==> config.mk <==
export PLATFORM = sky130hd
export DESIGN_NAME = error_link_rx
export DESIGN_NICKNAME = d
export VERILOG_FILES = /design/src/rtl/error_link_rx.sv
export SDC_FILE = /design/constraint.sdc
export NUM_CORES = 1
export LEC_CHECK = 0
export BUFFER_PORTS_ARGS = -buffer_cell sky130_fd_sc_hd__buf_2
export CORE_MARGIN = 2
export CORE_UTILIZATION = 51
export CTS_CLUSTER_DIAMETER = 40
export DETAILED_ROUTE_END_ITERATION = 6
export GPL_TIMING_DRIVEN = 0
export MAX_ROUTING_LAYER = met4
export PLACE_DENSITY = 0.73
export SLEW_MARGIN = 5
export SYNTH_ARGS = -nofsm -noshare
export SYNTH_HDL_FRONTEND = slang
export SYNTH_SLANG_ARGS = --single-unit
==> constraint.sdc <==
create_clock -name fpga_clk_i -period 1.9 [get_ports fpga_clk_i]
set_input_delay 0.095 -clock fpga_clk_i [delete_from_list [all_inputs] [get_ports fpga_clk_i]]
set_output_delay 0.095 -clock fpga_clk_i [all_outputs]
set_load 0.05 [all_outputs]
==> src/rtl/error_link_rx.sv <==
// Receive end of the one-wire framed error link: start, WIDTH data bits LSB first, even parity,
// stop. Optional stale-neighbour timeout is compiled in with `define ERROR_LINK_STALE_EN.
module error_link_rx #(
  parameter int unsigned WIDTH        = 8,
  parameter int unsigned BIT_CYCLES   = 16,
  parameter int unsigned STALE_CYCLES = 4096
) (
  input  logic             fpga_clk_i,
  input  logic             reset_i,
  input  logic             enable_i,
  input  logic             serial_i,
  output logic [WIDTH-1:0] error_o,
  output logic             valid_o,
  output logic             parity_err_o,
  output logic             frame_err_o,
  output logic             stale_o
);

  localparam int unsigned CntW = $clog2(BIT_CYCLES);
  localparam int unsigned BitW = $clog2(WIDTH);
  localparam logic [CntW-1:0] HalfLast = CntW'(BIT_CYCLES / 2 - 1);
  localparam logic [CntW-1:0] FullLast = CntW'(BIT_CYCLES - 1);
  localparam logic [BitW-1:0] LastBit  = BitW'(WIDTH - 1);

  typedef enum logic [2:0] {
    StIdle, StStart, StData, StParity, StStop, StDecide, StBreak
  } state_e;

  state_e            state_q, state_d;
  logic              sync1_q, sync2_q;
  logic [CntW-1:0]   cnt_q, cnt_d;
  logic [BitW-1:0]   bit_q, bit_d;
  logic [WIDTH-1:0]  shift_q, shift_d;
  logic              par_q, par_d;
  logic              stop_q, stop_d;
  logic [WIDTH-1:0]  error_q, error_d;
  logic              valid_q, valid_d;
  logic              perr_q, perr_d;
  logic              ferr_q, ferr_d;
  logic              start_edge, tick, par_ok;

  // sync2 is about to go 1->0 on this edge.
  assign start_edge = sync2_q && !sync1_q;
  assign tick       = (cnt_q == ((state_q == StStart) ? HalfLast : FullLast));
  assign par_ok     = ((^shift_q) == par_q);

`ifdef ERROR_LINK_STALE_EN
  localparam int unsigned StaleW = $clog2(STALE_CYCLES + 1);
  localparam logic [StaleW-1:0] StaleMax = StaleW'(STALE_CYCLES);
  localparam logic [StaleW-1:0] StaleHit = StaleW'(STALE_CYCLES - 1);

  logic [StaleW-1:0] stale_cnt_q, stale_cnt_d;
  logic              stale_q, stale_d, stale_hit;

  assign stale_hit = (stale_cnt_q == StaleHit);

  always_comb begin
    stale_cnt_d = stale_cnt_q;
    if (valid_d) begin
      stale_cnt_d = '0;
    end else if (stale_cnt_q != StaleMax) begin
      stale_cnt_d = stale_cnt_q + 1'b1;
    end
    stale_d = valid_d ? 1'b0 : (stale_q | stale_hit);
  end

  always_ff @(posedge fpga_clk_i or negedge reset_i) begin
    if (!reset_i) begin
      stale_cnt_q <= '0;
      stale_q     <= 1'b0;
    end else begin
      stale_cnt_q <= stale_cnt_d;
      stale_q     <= stale_d;
    end
  end

  assign stale_o = stale_q;
`else
  assign stale_o = 1'b0;
`endif

  always_ff @(posedge fpga_clk_i or negedge reset_i) begin
    if (!reset_i) begin
      state_q <= StIdle;
    end else begin
      state_q <= state_d;
    end
  end

  always_comb begin
    state_d = state_q;
    unique case (state_q)
      StIdle:   if (start_edge) state_d = StStart;
      StStart:  if (tick) state_d = sync2_q ? StIdle : StData;
      StData:   if (tick && (bit_q == LastBit)) state_d = StParity;
      StParity: if (tick) state_d = StStop;
      StStop:   if (tick) state_d = StDecide;
      StDecide: state_d = stop_q ? StIdle : StBreak;
      StBreak:  if (sync2_q) state_d = StIdle;
      default:  state_d = StIdle;
    endcase
    if (!enable_i) state_d = StIdle;
  end

  always_comb begin
    cnt_d   = cnt_q + 1'b1;
    bit_d   = bit_q;
    shift_d = shift_q;
    par_d   = par_q;
    stop_d  = stop_q;
    valid_d = 1'b0;
    perr_d  = 1'b0;
    ferr_d  = 1'b0;
    if (tick || (state_q == StIdle) || (state_q == StDecide) || (state_q == StBreak)) begin
      cnt_d = '0;
    end
    unique case (state_q)
      StIdle, StStart: bit_d = '0;
      StData: begin
        if (tick) begin
          shift_d = {sync2_q, shift_q[WIDTH-1:1]};
          bit_d   = bit_q + 1'b1;
        end
      end
      StParity: if (tick) par_d = sync2_q;
      StStop:   if (tick) stop_d = sync2_q;
      StDecide: begin
        valid_d = stop_q && par_ok;
        perr_d  = !par_ok;
        ferr_d  = !stop_q;
      end
      default: ;
    endcase
    if (!enable_i) begin
      cnt_d   = '0;
      bit_d   = '0;
      valid_d = 1'b0;
      perr_d  = 1'b0;
      ferr_d  = 1'b0;
    end
    error_d = error_q;
    if (valid_d) begin
      error_d = shift_q;
    end
`ifdef ERROR_LINK_STALE_EN
    else if (stale_hit) begin
      // A silent neighbour contributes zero error.
      error_d = '0;
    end
`endif
  end

  always_ff @(posedge fpga_clk_i or negedge reset_i) begin
    if (!reset_i) begin
      sync1_q <= 1'b1;
      sync2_q <= 1'b1;
      cnt_q   <= '0;
      bit_q   <= '0;
      shift_q <= '0;
      par_q   <= 1'b0;
      stop_q  <= 1'b0;
      error_q <= '0;
      valid_q <= 1'b0;
      perr_q  <= 1'b0;
      ferr_q  <= 1'b0;
    end else begin
      sync1_q <= serial_i;
      sync2_q <= sync1_q;
      cnt_q   <= cnt_d;
      bit_q   <= bit_d;
      shift_q <= shift_d;
      par_q   <= par_d;
      stop_q  <= stop_d;
      error_q <= error_d;
      valid_q <= valid_d;
      perr_q  <= perr_d;
      ferr_q  <= ferr_d;
    end
  end

  assign error_o      = error_q;
  assign valid_o      = valid_q;
  assign parity_err_o = perr_q;
  assign frame_err_o  = ferr_q;

endmodule

# After elaboration in Yosys (flattened, before gate mapping)

Index checks and enable logic that the tools add are counted.

Divide/modulo/power cells: 0
Reduce and logical (&&, ||, !) cells: 17
Multiply operators: 0
Muxes and demuxes: 22
Bitwise logic cells: 0
Equal/unequal tests: 17
Order comparisons: 0
Add/subtract/negate cells: 2
Shift operators: 0

Operators by type and width:

| kind                                                                     | count |
|---|---|
| 3-bit two-way mux                                                        | 10 |
| 3-bit inequality test (second input constant)                            | 7 |
| 3-bit one-hot mux with 7 select lines                                    | 1 |
| 3-bit == test (second input constant)                                    | 4 |
| 4-bit two-way mux                                                        | 3 |
| 2-bit AND reduction                                                      | 4 |
| 8-bit parity                                                             | 1 |
| 3-bit by 2-bit == test with 1-bit output (second input constant)         | 2 |
| 1-bit two-way mux                                                        | 6 |
| 3-bit one-hot mux with 2 select lines                                    | 1 |
| 6-bit AND reduction                                                      | 1 |
| 4-bit by 1-bit adder with 4-bit output (second input constant)           | 1 |
| 4-bit == test                                                            | 1 |
| 3-bit by 1-bit adder with 3-bit output (second input constant)           | 1 |
| 3-bit by 1-bit == test with 1-bit output (second input constant)         | 1 |
| 1-bit logical AND                                                        | 3 |
| 1-bit zero test                                                          | 3 |
| 3-bit zero test                                                          | 1 |
| 1-bit logical OR                                                         | 3 |
| 3-bit by 1-bit inequality test with 1-bit output (second input constant) | 1 |
| 2-bit two-way mux                                                        | 1 |
| 2-bit OR reduction                                                       | 1 |
| 1-bit == test                                                            | 1 |

Register bits after elaboration: 33
Bits in latches: 0
Output and inout bits: 12
Input bits: 4
Word-level logic and storage cells: 70
Bits in read-only memories: 0
Memories kept: 0
Memory bits (writable): 0

# Depth between registers and ports, before layout

Gate-level depths: netlist of run 1.

Depth after elaboration: 8
Mapped depth: 6
Mapped depth without buffers: 6

# Worst setup path after synthesis of run 1

No wires, ideal clock.

Kind: reg-to-reg
Start point: register shift_q[2]
End point: register error_q[0], in the netlist error_o[0]
Data arrival time: 1.746 ns
Stages on the path, launching flop included: 7
Library setup time: 0.125 ns
Period minus slack after synthesis: 1.871 ns
Slack: 0.029 ns
Buffers on the path: 1
Data required time: 1.775 ns
Cell sequence: dfrtp_1 xnor2_1 xnor3_1 xnor2_1 nor3b_2 buf_6 mux2_4

Longest elaborated chain between the ends: 5

RTL lines:

| element                  | line | text |
|---|---|---|
| start: declaration       | 33   | `logic [WIDTH-1:0] shift_q, shift_d;` |
| start signal: assignment | 171  | `shift_q <= shift_d;` |
| 8-bit parity             | 45   | `assign par_ok = ((^shift_q) == par_q);` |
| 1-bit == test            | 45   |  |
| 1-bit logical AND        | 128  | `valid_d = stop_q && par_ok;` |
| 1-bit two-way mux        | 117  | `unique case (state_q)` |
| 1-bit two-way mux        | 134  | `if (!enable_i) begin` |
| net valid_d              | 37   | `logic valid_q, valid_d;` |
| end signal: assignment   | 174  | `error_q <= error_d;` |
| end: declaration         | 36   | `logic [WIDTH-1:0] error_q, error_d;` |

The timed path passes the listed nets, and every way through them passes these cells.
A chain may end at the register's enable or synchronous reset.

# Worst setup path after layout of run 1

Start point: register shift_q[5]
End point: register error_q[6], in the netlist error_o[6]

Longest elaborated chain between the ends: 5

RTL lines:

| element           | line |
|---|---|
| 8-bit parity      | 45 |
| 1-bit == test     | 45 |
| 1-bit logical AND | 128 |
| 1-bit two-way mux | 117 |
| 1-bit two-way mux | 134 |

Every way passes these cells.

==> results of run 1 <==
-- metal layers --
layer  vias to the layer above  track usage (%)  routed length (um)  share of wire, %
met5                         -                -                   0                 0
met4                         0             9.52                  72               2.6
met3                        11             7.21                 145               5.2
met2                        27             28.9                1390                49
met1                       484             21.9                1200                43
li1                        497                -                   -                 -
-- cell usage in the layout, fill, tap and decap left out, types with 2 or more instances in the layout --
| cell | synthesis | layout |
|---|---|---|
| a21oi_1 | 7 | 7 |
| buf_2 | 0 | 14 |
| buf_4 | 1 | 4 |
| clkbuf_1 | 4 | 3 |
| clkbuf_2 | 0 | 2 |
| clkbuf_4 | 0 | 5 |
| clkinv_2 | 0 | 2 |
| dfrtp_1 | 31 | 31 |
| dfstp_2 | 2 | 2 |
| dlygate4sd3_1 | 0 | 2 |
| ha_1 | 3 | 3 |
| inv_1 | 3 | 3 |
| mux2_2 | 10 | 10 |
| mux2_4 | 8 | 8 |
| mux2i_1 | 3 | 3 |
| nand2_1 | 3 | 3 |
| nand2b_1 | 6 | 6 |
| nand3_1 | 5 | 5 |
| nor2_1 | 10 | 9 |
| nor2b_1 | 3 | 3 |
| nor3_1 | 3 | 3 |
| nor3b_1 | 2 | 2 |
| o21ai_0 | 2 | 2 |
| xnor2_1 | 6 | 5 |
| xor2_1 | 4 | 4 |
-- area by class of cell --
cell class                 instances  area share [%]
sequential                        33            46.1
multi-input combinational         87            39.8
timing repair buffer              19            6.27
clock buffer                       6            2.30
tap                               33            2.30
buffer                             6            2.02
inverter                           3           0.627
clock inverter                     2           0.557
-- logic make-up after synthesis --
group / after synthesis / synth area share, %
AND/OR/NAND/NOR: 36 / 12.2
flip-flops: 33 / 52.7
multiplexers: 21 / 16.7
AO/OA/AOI/OAI: 15 / 5.97
XOR/XNOR: 11 / 7.00
buffers and inverters: 9 / 2.86
adder cells (fa/ha/maj): 3 / 2.39
other: 1 / 0.238
-- final timing paths --
check                                            start                      to  slack (ns)  cells after the start
worst min-delay path                          enable_i      cnt_q[2]$_DFF_PN0_        0.05                      3
max in group asynchronous                      reset_i    bit_q[2]$_DFFE_PN0P_        1.10                      2
min in group asynchronous                      reset_i      cnt_q[0]$_DFF_PN0_        0.34                      2
worst max register to register  shift_q[5]$_DFFE_PN0P_  error_o[6]$_DFFE_PN0P_       -0.09                      6
worst max-delay path            shift_q[5]$_DFFE_PN0P_  error_o[6]$_DFFE_PN0P_       -0.09                      6
worst min register to register       sync1_q$_DFF_PN1_       sync2_q$_DFF_PN1_        0.37                      0
-- what timing repair did --
item | CTS | global route
gates resized for setup | 1 | 8
endpoints found under the hold margin | 32 | 0
gates cloned | 0 | 1
pin swaps | 0 | 2
setup endpoints to repair | 16 | 19
buffers inserted | 0 | 2
hold buffers | 2 | 0
-- power groups by stage --
stage | combinational (uW) | clock [uW] | sequential, uW
floorplan | 161 | 0 | 754
global placement | 198 | 0 | 759
detailed placement | 205 | 0 | 760
CTS | 209 | 392 | 746
global route | 247 | 429 | 751
finish | 213 | 377 | 747
-- flip-flops by register name, indices dropped and copies added (netlist names) --
name,flops
parity_err_o,1
error_o,8
cnt_q,4
valid_o,1
shift_q,8
state_q,3
bit_q,3
sync2_q,1
frame_err_o,1
par_q,1
stop_q,1
sync1_q,1
-- metrics by stage --
stage	hold slack, ns	area (um2)	setup WS [ns]	cells
after global placement	0.179	1680	-0.0906	176
final	0.0469	1800	-0.0898	189
after global routing	0.0324	1800	-0.203	189
after detailed placement	0.192	1680	-0.126	176
after floorplan	-0.201	1570	0.0290	129
after CTS	0.0293	1760	-0.130	186
-- worst reg2reg max path, stage by stage (launching register included) --
cell and delay [ns]:
dfrtp_1 0.41, xnor2_1 0.17, xnor3_1 0.43, xnor2_1 0.16
nor3b_2 0.22, buf_4 0.20, mux2_4 0.30
==> metrics.txt, run 1 <==
Int Pwr=approximately 950 uW; Die W=about 60 um; Slowest-stage cell, CP=xnor3_1; area growth from synthesis to layout=14.2%; Post-synth top cells=dfrtp_1 (31), mux2_2 (10), nor2_1 (10); Net Sw Power=389 uW; H-tree lvl count=2; CP Cell Sequence=xnor2_1, xnor3_1, xnor2_1, nor3b_2, buf_4, mux2_4; vias in the first global route=between 1,000 and 1,500; top cells by area, synth=dfrtp_1 (49%), mux2_4 (7.6%), mux2_2 (7.2%); Final Hold Violating Endpoints=0; pwr/cell area=~740 nW/um2; RSZ-0062 raised after global routing=true; number of antenna diodes=0; maximum VDD drop=slightly above 0.0004 V; max_slew headroom=just over 50%; CP Max Fanout=4; CP max stage delay=about 0.43 ns; final worst path period share=105%; DR pass1 iterations=4; Worst Skew=0.00236 ns; Ys Warns=0; critical path class=flip-flop to flip-flop; pin count of the biggest net entering global routing=34; Post-Synthesis Mean Instance Area=around 12 um2; DPL Wire Length=between 1500 and 2000 um; CP Capture Type=flip-flop; EDFF count, synth=0; failing checks=negative setup slack; Reg clk slew, reported paths=approximately 0.10 ns; final net count=162; Max Cap Violations=0; Seq/Total Area, Yosys=a little over half; Initial Util=between 50 and 60%; Worst path most repeated cell=xnor2_1; FP Rows=20; Setup WS post-layout=-0.0898 ns; Core Footprint=approximately 3000 um2; CP bufs+invs=1; 1st-iter DRT viols=28; Final ANT Viol Nets=0; most common cell in the netlist=dfrtp_1; DRC Markers=0; fmax=roughly 500 MHz; Fin Setup TNS=-0.583 ns; Multi-input gate area=a little over 700 um2; Root Buffer=clkbuf_4; global-route usage over all layers=a little under a fifth; minimum clock period=~2 ns; DR WL/cell=about 15 um; ys flop type=dfrtp_1; Slew @ Worst Pin=~0.72 ns; Mapped Cells=~130; cell area after synthesis=~1600 um2; critical path launch point type=flip-flop; number of buffers created by CTS=5; Sink Count=33; clock power share=28.2%; Logic pwr share=15.9%; Synth top area share=about half; Worst EP arrival=2.22 ns; first-pass GRT wire length=4680 um; Lkg Pwr=0.000901 uW; status=finished with violations; share of cells above drive strength 1=around a third; Max Transition Viols Final=0; syn_nets=approximately 140; DR vias/cell=5.39; distinct cell type count of the synthesized netlist=33; Tot Pwr=about 1300 uW; Hold WC Path Type=input pin to flip-flop; Critical Path RT=~2.1 ns; detailed-route wire length=~2800 um; crit-path leading delay family=XOR/XNOR gates; fillers=261; die height=about 60 um; Sequential Power Share=between 50% and 60%; post-layout util=between 50% and 60%; Synth Register Bits=33; GR Overflow Total=0; final setup fails=8; I/O pins=16; clock buffer depth=2; initial antenna violation count=0; full die area=3540 um2; Switching Share=29.1%; DR vias=slightly above 1,000; Clk Latency, worst-skew pair=roughly 0.33 ns; Yosys top cell by area=dfrtp_1; CTS tree=yes; Post-synth ARST share=100%; Placer Congestion=around 0.77; count of input and output buffers=14; storage element area=approximately 830 um2
Power figures use the tool's default switching activity.
==> run 2: changes to the inputs <==
--- a/config.mk
+++ b/config.mk
@@ -13,6 +13,7 @@
 export GPL_TIMING_DRIVEN = 0
 export MAX_ROUTING_LAYER = met4
 export PLACE_DENSITY = 0.73
+export RECOVER_POWER = 50
 export SLEW_MARGIN = 5
 export SYNTH_ARGS = -nofsm -noshare
 export SYNTH_HDL_FRONTEND = slang
==> metrics.txt, run 2 (synthesized netlist as in run 1, its figures left out) <==
minimum clock period=1.99 ns (-0.000000200 ns); Core Footprint=3000 um2 (unchanged); fmax=503 MHz (unchanged); Worst path depth=6 (unchanged); Critical Path RT=2.13 ns (about the same); DR vias=1,017 (-0.20%); Clk Latency, worst-skew pair=0.33 ns (about the same); final worst path period share=105% (about the same); FP Rows=20 (unchanged); GR Overflow Total=0 (unchanged); CP bufs+invs=1 (unchanged); CP Capture Type=flip-flop; share of cells above drive strength 1=32.1% (-0.64 points); leading cell type in the layout, fill and taps excluded=dfrtp_1; Initial Util=52.4% (unchanged); crit path launch=shift_q[5]$_DFFE_PN0P_; die height=59.5 um (unchanged); I/O pins=16 (unchanged); DPL Wire Length=1810 um (unchanged); Setup WS post-layout=-0.0898 ns (+0.000000200 ns); clock buffer depth=2 (unchanged); maximum VDD drop=0.000408 V (about the same); FF-to-FF Start=shift_q[5]$_DFFE_PN0P_; Post-DP Area=1680 um2 (unchanged); DR pass1 iterations=4 (unchanged); R2R Setup Slk=-0.09 ns (about the same); Final ANT Viol Nets=0 (unchanged); fillers=261 (unchanged); count of input and output buffers=14 (unchanged); Worst EP arrival=2.22 ns (about the same); Worst path most repeated cell=xnor2_1; status=finished with violations; Final Hold Violating Endpoints=0 (unchanged); fin area=1800 um2 (unchanged); Worst Skew=0.00236 ns (+0.0000000300 ns); Max Cap Violations=0 (unchanged); Fin Setup TNS=-0.583 ns (unchanged); Multi-input gate area=714 um2 (unchanged); max_slew headroom=46.4% (-5.4 points); Die W=59.5 um (unchanged); area growth from synthesis to layout=14.2% (unchanged); DRC Markers=0 (unchanged); crit-path leading delay family=XOR/XNOR gates; vias in the first global route=1,045 (unchanged); Root Buffer=clkbuf_4; full die area=3540 um2 (unchanged); most frequent cells in the layout=dfrtp_1 (31), buf_2 (13), mux2_2 (10); first-pass GRT wire length=4680 um (unchanged); CTS tree=yes; number of buffers created by CTS=5 (unchanged); global-route usage over all layers=19.0% (unchanged); number of antenna diodes=0 (unchanged); Placer Congestion=0.771 (unchanged); WHS=0.0469 ns (+0.0000437 ns); final net count=162 (unchanged); detailed-route wire length=2810 um (about the same); DR WL/cell=14.9 um (about the same); Slowest-stage cell, CP=xnor3_1; worst setup path end=error_o[6]$_DFFE_PN0P_; critical path launch point type=flip-flop; failing checks=negative setup slack; RR Endpoint=error_o[6]$_DFFE_PN0P_; critical path class=flip-flop to flip-flop; RSZ-0062 raised after global routing=true; Max Transition Viols Final=0 (unchanged); CP Max Fanout=4 (unchanged); Hold WC Path Type=input pin to flip-flop; H-tree lvl count=2 (unchanged); DR vias/cell=5.38 (-0.20%); Lkg Pwr=0.000901 uW (about the same); pwr/cell area=744 nW/um2 (about the same); 1st-iter DRT viols=28 (unchanged); Sink Count=33 (unchanged); initial antenna violation count=0 (unchanged); CP max stage delay=0.43 ns (about the same); Tot Pwr=1340 uW (about the same); pin count of the biggest net entering global routing=34 (unchanged); Worst R2R Path Depth=6 (unchanged); storage element area=828 um2 (unchanged); CP Cell Sequence=xnor2_1, xnor3_1, xnor2_1, nor3b_2, buf_4, mux2_4; Slew @ Worst Pin=0.804 ns (+0.0805 ns); Reg clk slew, reported paths=0.10 ns (about the same); final setup fails=8 (unchanged)
==> run 2: how the worst min path moves through the flow <==
stage / from / endpoint / cells after the start
2_1_floorplan: reset_i / bit_q[0]$_DFFE_PN0P_ / 0
3_3_place_gp: reset_i / cnt_q[0]$_DFF_PN0_ / 1
3_5_place_dp: reset_i / cnt_q[1]$_DFF_PN0_ / 1
4_1_cts: enable_i / cnt_q[2]$_DFF_PN0_ / 3
5_1_grt: enable_i / cnt_q[2]$_DFF_PN0_ / 3
6_report: enable_i / cnt_q[2]$_DFF_PN0_ / 3
==> run 2: stage by stage <==
stage	setup WS (ns)	instances	util, %
after floorplan	0.0290	129	-
after global placement	-0.0906	176	56.1
after detailed placement	-0.126	176	56.1
after CTS	-0.130	186	58.5
after global routing	-0.203	189	59.8
final	-0.0898	189	59.8
==> run 2: final cells by class <==
cell class / count / area share [%]
buffer: 6 / 2.02
clock buffer: 6 / 2.30
clock inverter: 2 / 0.557
inverter: 3 / 0.627
multi-input combinational: 87 / 39.8
sequential: 33 / 46.1
tap: 33 / 2.30
timing repair buffer: 19 / 6.27
==> run 2: worst reg2reg max path: cells and delay by family (launching register included) <==
family | cells | cell delay (ns)
XOR/XNOR | 3 | 0.76
flip-flops | 1 | 0.41
multiplexers | 1 | 0.30
AND/OR/NAND/NOR | 1 | 0.22
buffers and inverters | 1 | 0.20
==> run 2: routing by layer <==
metal	wire length (um)	track usage (%)
met1	1200	21.9
met2	1390	28.9
met3	145	7.21
met4	72	9.52
met5	0	-
==> run 2: power breakdown <==
| group | switching, uW | total, uW | leakage (uW) | internal, uW |
|---|---|---|---|---|
| logic | 130 | 213 | 0.000417 | 82.4 |
| clock network | 236 | 377 | 0.0000320 | 141 |
| registers | 22.1 | 747 | 0.000452 | 725 |
| total | 389 | 1340 | 0.000901 | 948 |
==> run 2: what timing repair did <==
| action | in CTS | in global routing |
|---|---|---|
| hold buffers | 2 | 0 |
| endpoints found under the hold margin | 32 | 0 |
| endpoints found under the setup margin | 16 | 19 |
| pin swaps | 0 | 2 |
| buffers inserted | 0 | 2 |
| gates cloned | 0 | 1 |
| gates resized for setup | 1 | 8 |
==> run 3: changes to the inputs <==
--- a/config.mk
+++ b/config.mk
@@ -7,12 +7,13 @@
 export LEC_CHECK = 0
 export BUFFER_PORTS_ARGS = -buffer_cell sky130_fd_sc_hd__buf_2
 export CORE_MARGIN = 2
-export CORE_UTILIZATION = 51
+export CORE_UTILIZATION = 55
 export CTS_CLUSTER_DIAMETER = 40
+export CTS_CLUSTER_SIZE = 8
 export DETAILED_ROUTE_END_ITERATION = 6
 export GPL_TIMING_DRIVEN = 0
 export MAX_ROUTING_LAYER = met4
-export PLACE_DENSITY = 0.73
+export PLACE_DENSITY = 0.75
 export RECOVER_POWER = 50
 export SLEW_MARGIN = 5
 export SYNTH_ARGS = -nofsm -noshare
==> constraint.sdc (replaced) <==
create_clock -name fpga_clk_i -period 2.1 [get_ports fpga_clk_i]
set_input_delay 0.105 -clock fpga_clk_i [delete_from_list [all_inputs] [get_ports fpga_clk_i]]
set_output_delay 0.105 -clock fpga_clk_i [all_outputs]
set_load 0.05 [all_outputs]
==> metrics.txt, run 3 (synthesized netlist as in run 1, its figures left out) <==
Critical Path RT=2.32 ns (+0.19 ns); Die W=57.5 um (-3.5%); max_slew headroom=51.9% (+5.5 points); Reg clk slew, reported paths=0.10 ns (about the same); FF-to-FF Start=shift_q[7]$_DFFE_PN0P_; DR vias=1,016 (-0.098%); post-layout util=67.2% (+7.4 points); final setup fails=0 (-8); number of buffers created by CTS=5 (unchanged); DPL Wire Length=1790 um (-1.0%); RSZ-0062 raised after global routing=true; maximum VDD drop=0.00112 V (+170%); Slew @ Worst Pin=0.722 ns (-0.0822 ns); DRC Markers=0 (unchanged); full die area=3300 um2 (-6.8%); Max Transition Viols Final=0 (unchanged); Worst Skew=0.00703 ns (+0.00467 ns); critical path class=flip-flop to flip-flop; Placer Congestion=0.885 (+15%); Sink Count=33 (unchanged); leading cell type in the layout, fill and taps excluded=dfrtp_1; Final ANT Viol Nets=0 (unchanged); CP Capture Type=flip-flop; Fin Setup TNS=0 ns (+0.583 ns); WHS=0.0395 ns (-0.00740 ns); Lkg Pwr=0.000913 uW (+1.3%); H-tree lvl count=2 (unchanged); GR Overflow Total=0 (unchanged); Hold WC Path Type=input pin to flip-flop; status=finished, final reports clean; crit path launch=shift_q[7]$_DFFE_PN0P_; FP Rows=19 (-5.0%); initial antenna violation count=0 (unchanged); Final Hold Violating Endpoints=0 (unchanged); Clk Latency, worst-skew pair=0.34 ns (about the same); count of input and output buffers=14 (unchanged); Initial Util=57.5% (+5.2 points); Post-DP Area=1680 um2 (-0.15%); area growth from synthesis to layout=16.9%; clock buffer depth=2 (unchanged); critical path launch point type=flip-flop; RR Endpoint=error_o[1]$_DFFE_PN0P_; I/O pins=16 (unchanged); DR WL/cell=13.8 um (-6.8%); R2R Setup Slk=0.04 ns (+0.13 ns); CTS tree=yes; fillers=202 (-23%); share of cells above drive strength 1=32.5% (+0.42 points); Root Buffer=clkbuf_4; final worst path period share=97.9% (-6.8 points); 1st-iter DRT viols=23 (-18%); worst setup path end=error_o[1]$_DFFE_PN0P_; DR pass1 iterations=4 (unchanged); pin count of the biggest net entering global routing=34 (unchanged); pwr/cell area=790 nW/um2 (+6.1%); most frequent cells in the layout=dfrtp_1 (30), buf_2 (14), mux2_2 (10); global-route usage over all layers=19.4% (+0.45 points); Max Cap Violations=0 (unchanged); fin area=1840 um2 (+2.4%); Worst R2R Path Depth=6 (unchanged); number of antenna diodes=0 (unchanged); die height=57.5 um (-3.5%); fmax=486 MHz (-3.2%); CP Max Fanout=5 (+1); first-pass GRT wire length=4690 um (+0.15%); final net count=160 (-1.2%); minimum clock period=2.06 ns (+0.0665 ns); detailed-route wire length=2560 um (-8.8%); vias in the first global route=1,029 (-1.5%); Worst EP arrival=2.28 ns (+0.06 ns); DR vias/cell=5.49 (+2.1%); Core Footprint=2730 um2 (-9.0%)
==> run 3: timing repair <==
| item | in CTS | in global routing |
|---|---|---|
| setup buffers | 0 | 0 |
| gates resized for setup | 0 | 6 |
| setup endpoints to repair | 0 | 15 |
| endpoints found under the hold margin | 32 | 0 |
| hold buffers | 2 | 0 |
==> run 3: worst min-delay path by stage <==
stage               slack (ns)  startpoint  cells after the start                      to
floorplan                -0.19     reset_i                      0    bit_q[0]$_DFFE_PN0P_
global placement          0.19     reset_i                      1  error_o[5]$_DFFE_PN0P_
detailed placement        0.19     reset_i                      1  error_o[6]$_DFFE_PN0P_
CTS                       0.03    enable_i                      3      cnt_q[2]$_DFF_PN0_
global route              0.06    enable_i                      3      cnt_q[2]$_DFF_PN0_
finish                    0.04    enable_i                      3      cnt_q[2]$_DFF_PN0_
==> run 3: worst max-delay path, stage by stage (launching register included) <==
cell     delay, ns
dfrtp_2       0.45
xnor2_2       0.16
xnor3_1       0.45
xnor2_2       0.17
nor3b_2       0.23
buf_6         0.17
mux2_4        0.31
==> run 3: stage by stage <==
| step | power (uW) | setup slack (ns) | std cells |
|---|---|---|---|
| finish | 1450 | 0.0437 | 185 |
| global placement | 868 | 0.122 | 174 |
| global route | 1530 | -0.0181 | 185 |
| floorplan | 828 | 0.229 | 129 |
| CTS | 1460 | 0.00882 | 184 |
| detailed placement | 873 | 0.0248 | 174 |
==> run 3: layout make-up <==
type                    count  area [um2]  share of cell area (%)
repair buffers             17        97.6                    5.31
plain buffers               6        33.8                    1.84
flip-flops and latches     33         830                    45.1
multi-input cells          87         724                    39.4
well taps                  31        38.8                    2.11
clock inverters             3        65.1                    3.54
clock buffers               5        37.5                    2.04
inverters                   3        11.3                   0.613
==> run 3: report_power, final <==
| group | switching, uW | leakage [uW] | internal [uW] |
|---|---|---|---|
| Combinational | 115 | 0.000407 | 73.6 |
| Clock | 220 | 0.0000552 | 369 |
| Sequential | 18.7 | 0.000451 | 656 |
| Total | 354 | 0.000913 | 1100 |
==> run 3: layer usage <==
metal / share of wire, % / vias to the layer above / global-route usage, %
met4: 1.8 / 0 / 6.98
li1: - / 494 / -
met5: 0 / - / -
met2: 46 / 23 / 28.2
met3: 4.7 / 6 / 6.80
met1: 47 / 493 / 25.2
